===== src/rtl/snn_cls_pkg.sv =====
// Shared types and default sizing for the spike-window classifier.
// Optional tie flag output on the top is enabled by defining SPK_TIE_FLAG_EN.
package snn_cls_pkg;

   typedef enum logic [1:0] {
      ST_IDLE   = 2'd0,
      ST_SETTLE = 2'd1,
      ST_COUNT  = 2'd2,
      ST_REPORT = 2'd3
   } cls_state_e;

   localparam int WINDOW_DEF = 15;
   localparam int SETTLE_DEF = 2;
   localparam int CNT_W_DEF  = 8;

   // Phase counter must cover the longest phase (WINDOW up to 255).
   localparam int PHASE_W = 8;

endpackage


===== src/rtl/spike_counter.sv =====
// One saturating spike counter: synchronous clear wins over increment,
// and the value sticks at all-ones instead of wrapping.
module spike_counter
   import snn_cls_pkg::*;
#(
   parameter int CNT_W = CNT_W_DEF
) (
   input  logic             clk_i,
   input  logic             reset_ni,
   input  logic             clr_i,
   input  logic             inc_i,
   output logic [CNT_W-1:0] cnt_o
);

   localparam logic [CNT_W-1:0] CNT_MAX = '1;

   logic [CNT_W-1:0] cnt_d;
   logic [CNT_W-1:0] cnt_q;

   always_comb begin
      cnt_d = cnt_q;
      if (clr_i) begin
         cnt_d = '0;
      end else if (inc_i && (cnt_q != CNT_MAX)) begin
         cnt_d = cnt_q + 1'b1;
      end
   end

   always_ff @(posedge clk_i or negedge reset_ni) begin
      if (!reset_ni) begin
         cnt_q <= '0;
      end else begin
         cnt_q <= cnt_d;
      end
   end

   assign cnt_o = cnt_q;

endmodule


===== src/rtl/spike_window_classifier.sv =====
// Drives a spiking network through settle/count windows and reports which of
// output neurons 0 and 1 fired more. Define SPK_TIE_FLAG_EN to add res_tie.
//
// Result handshake: res_valid rises on REPORT entry and holds, together with
// res_label/res_cnt, until a cycle where res_valid && res_ready; the result is
// consumed on that rising edge and res_valid drops on the following cycle.
module spike_window_classifier
   import snn_cls_pkg::*;
#(
   parameter int N_OUT  = 2,
   parameter int WINDOW = WINDOW_DEF,
   parameter int SETTLE = SETTLE_DEF,
   parameter int CNT_W  = CNT_W_DEF
) (
   input  logic                   clk,
   input  logic                   reset_n,
   input  logic                   run,
   input  logic [N_OUT-1:0]       spk_in,
   output logic                   net_reset,
   output logic                   example_req,
   output logic                   res_valid,
   input  logic                   res_ready,
   output logic                   res_label,
   output logic [N_OUT*CNT_W-1:0] res_cnt,
`ifdef SPK_TIE_FLAG_EN
   output logic                   res_tie,
`endif
   output cls_state_e             dbg_state
);

   localparam logic [PHASE_W-1:0] SETTLE_LAST = PHASE_W'(SETTLE - 1);
   localparam logic [PHASE_W-1:0] WINDOW_LAST = PHASE_W'(WINDOW - 1);

   cls_state_e         state_q;
   logic [PHASE_W-1:0] phase_q;
   logic               net_reset_q;
   logic               example_req_q;
   logic               res_valid_q;

   logic               cnt_clr;
   logic               cnt_en;
   logic [CNT_W-1:0]   cnt0;
   logic [CNT_W-1:0]   cnt1;

   always_ff @(posedge clk or negedge reset_n) begin
      if (!reset_n) begin
         state_q       <= ST_IDLE;
         phase_q       <= '0;
         net_reset_q   <= 1'b1;
         example_req_q <= 1'b0;
         res_valid_q   <= 1'b0;
      end else begin
         example_req_q <= 1'b0;
         case (state_q)
            ST_IDLE: begin
               net_reset_q <= 1'b1;
               if (run) begin
                  state_q       <= ST_SETTLE;
                  phase_q       <= '0;
                  example_req_q <= 1'b1;
               end
            end
            ST_SETTLE: begin
               if (phase_q == SETTLE_LAST) begin
                  state_q     <= ST_COUNT;
                  phase_q     <= '0;
                  net_reset_q <= 1'b0;
               end else begin
                  phase_q <= phase_q + 1'b1;
               end
            end
            ST_COUNT: begin
               if (phase_q == WINDOW_LAST) begin
                  state_q     <= ST_REPORT;
                  phase_q     <= '0;
                  net_reset_q <= 1'b1;
                  res_valid_q <= 1'b1;
               end else begin
                  phase_q <= phase_q + 1'b1;
               end
            end
            ST_REPORT: begin
               // run is only looked at here, so dropping it mid-example
               // lets the current example finish.
               if (res_valid_q && res_ready) begin
                  res_valid_q <= 1'b0;
                  phase_q     <= '0;
                  if (run) begin
                     state_q       <= ST_SETTLE;
                     example_req_q <= 1'b1;
                  end else begin
                     state_q <= ST_IDLE;
                  end
               end
            end
            default: begin
               state_q     <= ST_IDLE;
               phase_q     <= '0;
               net_reset_q <= 1'b1;
               res_valid_q <= 1'b0;
            end
         endcase
      end
   end

   assign cnt_clr = (state_q == ST_SETTLE) && (phase_q == '0);
   assign cnt_en  = (state_q == ST_COUNT);

   for (genvar i = 0; i < N_OUT; i++) begin : g_cnt
      spike_counter #(
         .CNT_W(CNT_W)
      ) u_cnt (
         .clk_i   (clk),
         .reset_ni(reset_n),
         .clr_i   (cnt_clr),
         .inc_i   (cnt_en & spk_in[i]),
         .cnt_o   (res_cnt[CNT_W*i +: CNT_W])
      );
   end

   // Counters are frozen outside COUNT, so the gated compare is stable in REPORT.
   assign cnt0 = res_cnt[CNT_W-1:0];
   assign cnt1 = res_cnt[2*CNT_W-1:CNT_W];

   assign res_label   = res_valid_q & (cnt0 < cnt1);
`ifdef SPK_TIE_FLAG_EN
   assign res_tie     = res_valid_q & (cnt0 == cnt1);
`endif
   assign net_reset   = net_reset_q;
   assign example_req = example_req_q;
   assign res_valid   = res_valid_q;
   assign dbg_state   = state_q;

endmodule


===== config.mk =====
export PLATFORM = sky130hd
export DESIGN_NAME = spike_window_classifier
export DESIGN_NICKNAME = d
export VERILOG_FILES = /design/src/rtl/snn_cls_pkg.sv /design/src/rtl/spike_counter.sv /design/src/rtl/spike_window_classifier.sv
export SDC_FILE = /design/constraint.sdc
export NUM_CORES = 1
export LEC_CHECK = 0
export CAP_MARGIN = 40
export CORE_MARGIN = 3
export CORE_UTILIZATION = 50
export DETAILED_ROUTE_END_ITERATION = 7
export PLACE_DENSITY = 0.74
export SYNTH_ARGS = -nofsm -noshare
export SYNTH_HDL_FRONTEND = slang
export SYNTH_HIERARCHICAL = 1
export SYNTH_SLANG_ARGS = --single-unit

===== constraint.sdc =====
create_clock -name clk -period 3.03 [get_ports clk]
set_clock_uncertainty 0.1 [all_clocks]
set_input_delay 0.303 -clock clk [delete_from_list [all_inputs] [get_ports clk]]
set_output_delay 0.303 -clock clk [all_outputs]
set_load 0.03 [all_outputs]

After elaboration in Yosys (flattened, before gate mapping)
Cells that the tools add are included.

word-level totals
  bits in registers = 29
  bits in latches = 0
  bits in writable memories = 0
  memory bits (read-only) = 0
  bits of input ports = 6
  output and inout port bits = 22
  memories kept = 0

operators by class
  $add $sub $neg = 3
  $mul = 0
  div/mod/pow operators = 0
  magnitude comparators = 1
  equality and inequality tests = 11
  shift-type cells = 0
  muxes and demuxes = 23
  bitwise operators = 3
  reduce and logical (&&, ||, !) cells = 14

operator list
  operator                                                         number
  8-bit 2-to-1 mux                                                 8
  8-bit case mux with 4 select lines                               1
  8-bit by 1-bit adder with 8-bit output, second input constant    3
  8-bit != test, second input constant                             2
  8-bit by 1-bit == test with 1-bit output, second input constant  1
  8-bit by 4-bit == test with 1-bit output, second input constant  1
  8-bit logical NOT                                                1
  8-bit less-than comparator                                       1
  2-bit 2-to-1 mux                                                 4
  2-bit case mux with 4 select lines                               1
  1-bit 2-to-1 mux                                                 6
  2-bit != test, second input constant                             3
  3-bit AND reduction                                              2
  2-bit nonzero test                                               3
  2-bit == test, second input constant                             2
  1-bit logical AND                                                4
  1-bit case mux with 2 select lines                               2
  4-bit AND reduction                                              1
  1-bit bitwise AND                                                3
  1-bit case mux with 3 select lines                               1
  3-bit nonzero test                                               1
  2-bit by 1-bit == test with 1-bit output, second input constant  1
  2-bit logical NOT                                                1
  2-bit by 1-bit != test with 1-bit output, second input constant  1
  2-bit AND reduction                                              1

Depth between registers and ports, before layout
  word-level depth = 5
  mapped depth = 7
  mapped depth without buffers = 6

By module
Netlist, hierarchy kept.

by module, submodules not included
  module                   instances  cells each  area each (µm²)  seq. area each (µm²)
  spike_window_classifier  1          128         1119.8           326.6
  spike_counter            2          49          464.2            200.2

Least setup slack after synthesis
OpenSTA, ideal clock, no wires.

  path kind = register to output
  from = reg g_cnt[1].u_cnt.cnt_q[3]
  to = out res_label
  arrival time = 2277 ps
  data required time = 2627 ps
  setup slack = 350 ps
  cell stages (with the launch flop) = 6
  path through = dfrtp_1 -> inv_1 -> ha_1 -> or3_1 -> a211o_1 -> a221oi_1

on the way
  longest elaborated chain between the ends = 2

RTL lines
  item                        RTL line                        text
  from (decl)                 spike_counter.sv:18             logic [CNT_W-1:0] cnt_q;
  from (signal assigned)      spike_counter.sv:33             cnt_q <= cnt_d;
  8-bit less-than comparator  spike_window_classifier.sv:125  assign res_label = res_valid_q & (cnt0 < cnt1);
  1-bit bitwise AND           spike_window_classifier.sv:125
  to (decl)                   spike_window_classifier.sv:23   output logic res_label,

Every way passes these cells.

Worst setup path in the final report
Same ends and word-level chain as after synthesis.

==> results.tsv <==
stage	metric	value	unit
status	status	finished clean	
yosys	async_reset_ff_share	100	%
timing	period_needed	2720	ps
setup_path	end_kind	output port	
timing	slew_headroom	50.8	%
global_routing	grt_pass1_vias	1689	
setup_path	critPathRequiredTime	2630	ps
final_layout	fin_cells	305	
final_layout	drive_gt1_share	7.78	%
timing	report.final.setup_viol	0	
clock_network	worstSkewPairLatency	270	ps
clock_network	numClockSinks	29	
clock_network	cts_resized	1	
timing	worstMarginPinSlew	735	ps
timing	setup_tns	0	ps
routing	antenna_left	0	
yosys	ys_types	47	
yosys	avgSynthCellArea	9.06	um^2
final_layout	layout_commonest_cell	dfrtp_1	
clock_network	cts_buffers	5	
place	place_congestion	0.838	
yosys	synth-seq-cells	29	
yosys	synth_edf_count	0	
final_layout	areaGrowthSynthToFinish	19.7	%
clock_network	post-cts-setup-buffers	0	
clock_network	cts_tree	built	
setup_path	critical_path_class	reg2out	
floorplanning	io_pins	28	
yosys	syn-num-nets	251	
floorplanning	coreArea	0.00380	mm^2
worst_hold_path	hold_path.class	in2async	
power	p_per_area	705	mW/mm^2
yosys	synth-main-ff-cell	dfrtp_1	
yosys	syn_inst	226	
power	power	1.73	mW
routing	vias	1832	
timing	finalHoldViolations	0	
setup_path	cp-start-kind	flip-flop	
routing	wl_per_cell	15.1	um
clock_network	clk_pin_slew	60	ps
floorplanning	die_area	0.00490	mm^2
yosys	ys_seq_area_share	35.5	%
power	worst_ir_drop_vdd	0.415	mV
routing	via_per_inst	6.01	
routing	routed_wl	4590	um
timing	finalCritPeriodShare	89.9	%
routing	drtIter0Drc	144	
setup_path	timing.rr.start	dbg_state[1]$_DFFE_PN0P_	
clock_network	clockBufferDepth	2	
global_routing	grt-ovfl-total	0	
power	total_leakage_power	1.02	nW
global_routing	track_usage	19.6	%
place	io_buffers	27	
global_routing	grt_max_degree	30	
routing	dr.pass1.iters	4	
routing	post-route-drc-count	0	
final_layout	diodes	0	
final_layout	final_cell_mix	28 x dfrtp_1, 26 x clkdlybuf4s50_1, 20 x inv_1, 19 x ha_1, 16 x nand2_1	
yosys	yosysWarningCount	6	
final_layout	fill_cells	337	
clock_network	cts-root-buf	clkbuf_8	
floorplanning	start_util	53.9	%
setup_path	path_max_fanout	7	
place	dp_hpwl	3290	um
timing	fmax	367	MHz
place	dp_cells	297	
clock_network	cts_hold_buf	0	
global_routing	antenna_found_initial	0	
floorplanning	rows	22	
setup_path	critPathLaunch	g_cnt[1].u_cnt/cnt_o[3]$_DFFE_PN0P_	
global_routing	grt_pass1_wl	7940	um
clock_network	htree_levels	2	
job	drv_cap	0	
final_layout	final_nets	281	
timing	maxSlewViolCount	0	
timing	holdWs	317	ps
yosys	syn_area	0.00205	mm^2
floorplanning	die_h	70.0	um
final_layout	final_util	64.6	%
timing	grt_setup_unrepaired	no	
floorplanning	die_x	70.0	um
setup_path	cp.arrival	2320	ps
final timing paths:
check,slack (ps),cells past startpoint,endpoint
setup reg to reg,740,6,dbg_state[1]$_DFFE_PN0P_
max in group asynchronous,2190,2,net_reset$_DFFE_PN1P_
hold / removal,320,2,g_cnt[0].u_cnt/cnt_o[7]$_DFFE_PN0P_
min in group clk,410,2,net_reset$_DFFE_PN1P_
setup / recovery,310,6,res_label
hold reg to reg,410,2,net_reset$_DFFE_PN1P_
logic make-up after synthesis:
family	share of synthesized area [%]
and+or+nand+nor	25.7
DFF	35.5
buffers and inverters	5.38
AOI/OAI and AO/OA	18.1
adders and majority gates	11.6
muxes	3.73
metrics by stage:
step	setup slack, ps	cell area [um^2]
final	306	2450
after floorplan	350	2050
after global routing	182	2450
after global placement	387	2370
after detailed placement	296	2370
after CTS	296	2450
report_power, final:
| part | internal (mW) | switching [mW] |
|---|---|---|
| Clock | 0.163 | 0.142 |
| Combinational | 0.347 | 0.540 |
| Sequential | 0.453 | 0.0851 |
layer usage:
metal	track usage [%]	up-vias	share of wire, %
met3	3.88	4	4.6
met5	0	-	0
li1	-	899	-
met4	6.81	0	0.63
met1	24.8	882	46
met2	33.3	47	49
cell usage after synthesis, drive strengths merged, types with 5 or more instances:
cell / n / area, um^2
nor2b: 8 / 50.1
a31oi: 5 / 31.3
nand3: 11 / 65.1
nand2: 16 / 60.1
a21oi: 8 / 40.0
mux2: 5 / 56.3
nor4: 6 / 52.6
and4: 5 / 46.3
inv: 20 / 75.1
ha: 19 / 238
nand2b: 8 / 50.1
dfrtp: 28 / 701
nor2: 10 / 37.5
o21ai: 5 / 25.0
nor3: 9 / 45.0
state kept, by name, indices dropped and copies added (netlist names):
signal             cells
g_cnt.u_cnt/cnt_o     16
phase_q                8
res_valid              1
dbg_state              2
net_reset              1
example_req            1
worst max-delay path, cell delays in order (launching register included):
cell           delay [ps]
dfrtp_1               450
inv_1                  70
ha_1                  170
or3_1                 380
a211o_1               290
a221oi_1              260
dlygate4sd2_1         430
cell type report:
class,count,area [um^2],area share (%)
Timing Repair Buffer,31,299,12.2
Clock buffer,8,80.1,3.27
Multi-Input combinational cell,169,1210,49.4
Tap cell,48,60.1,2.45
Sequential cell,29,727,29.6
Inverter,20,75.1,3.06
Power figures use the tool's default switching activity.
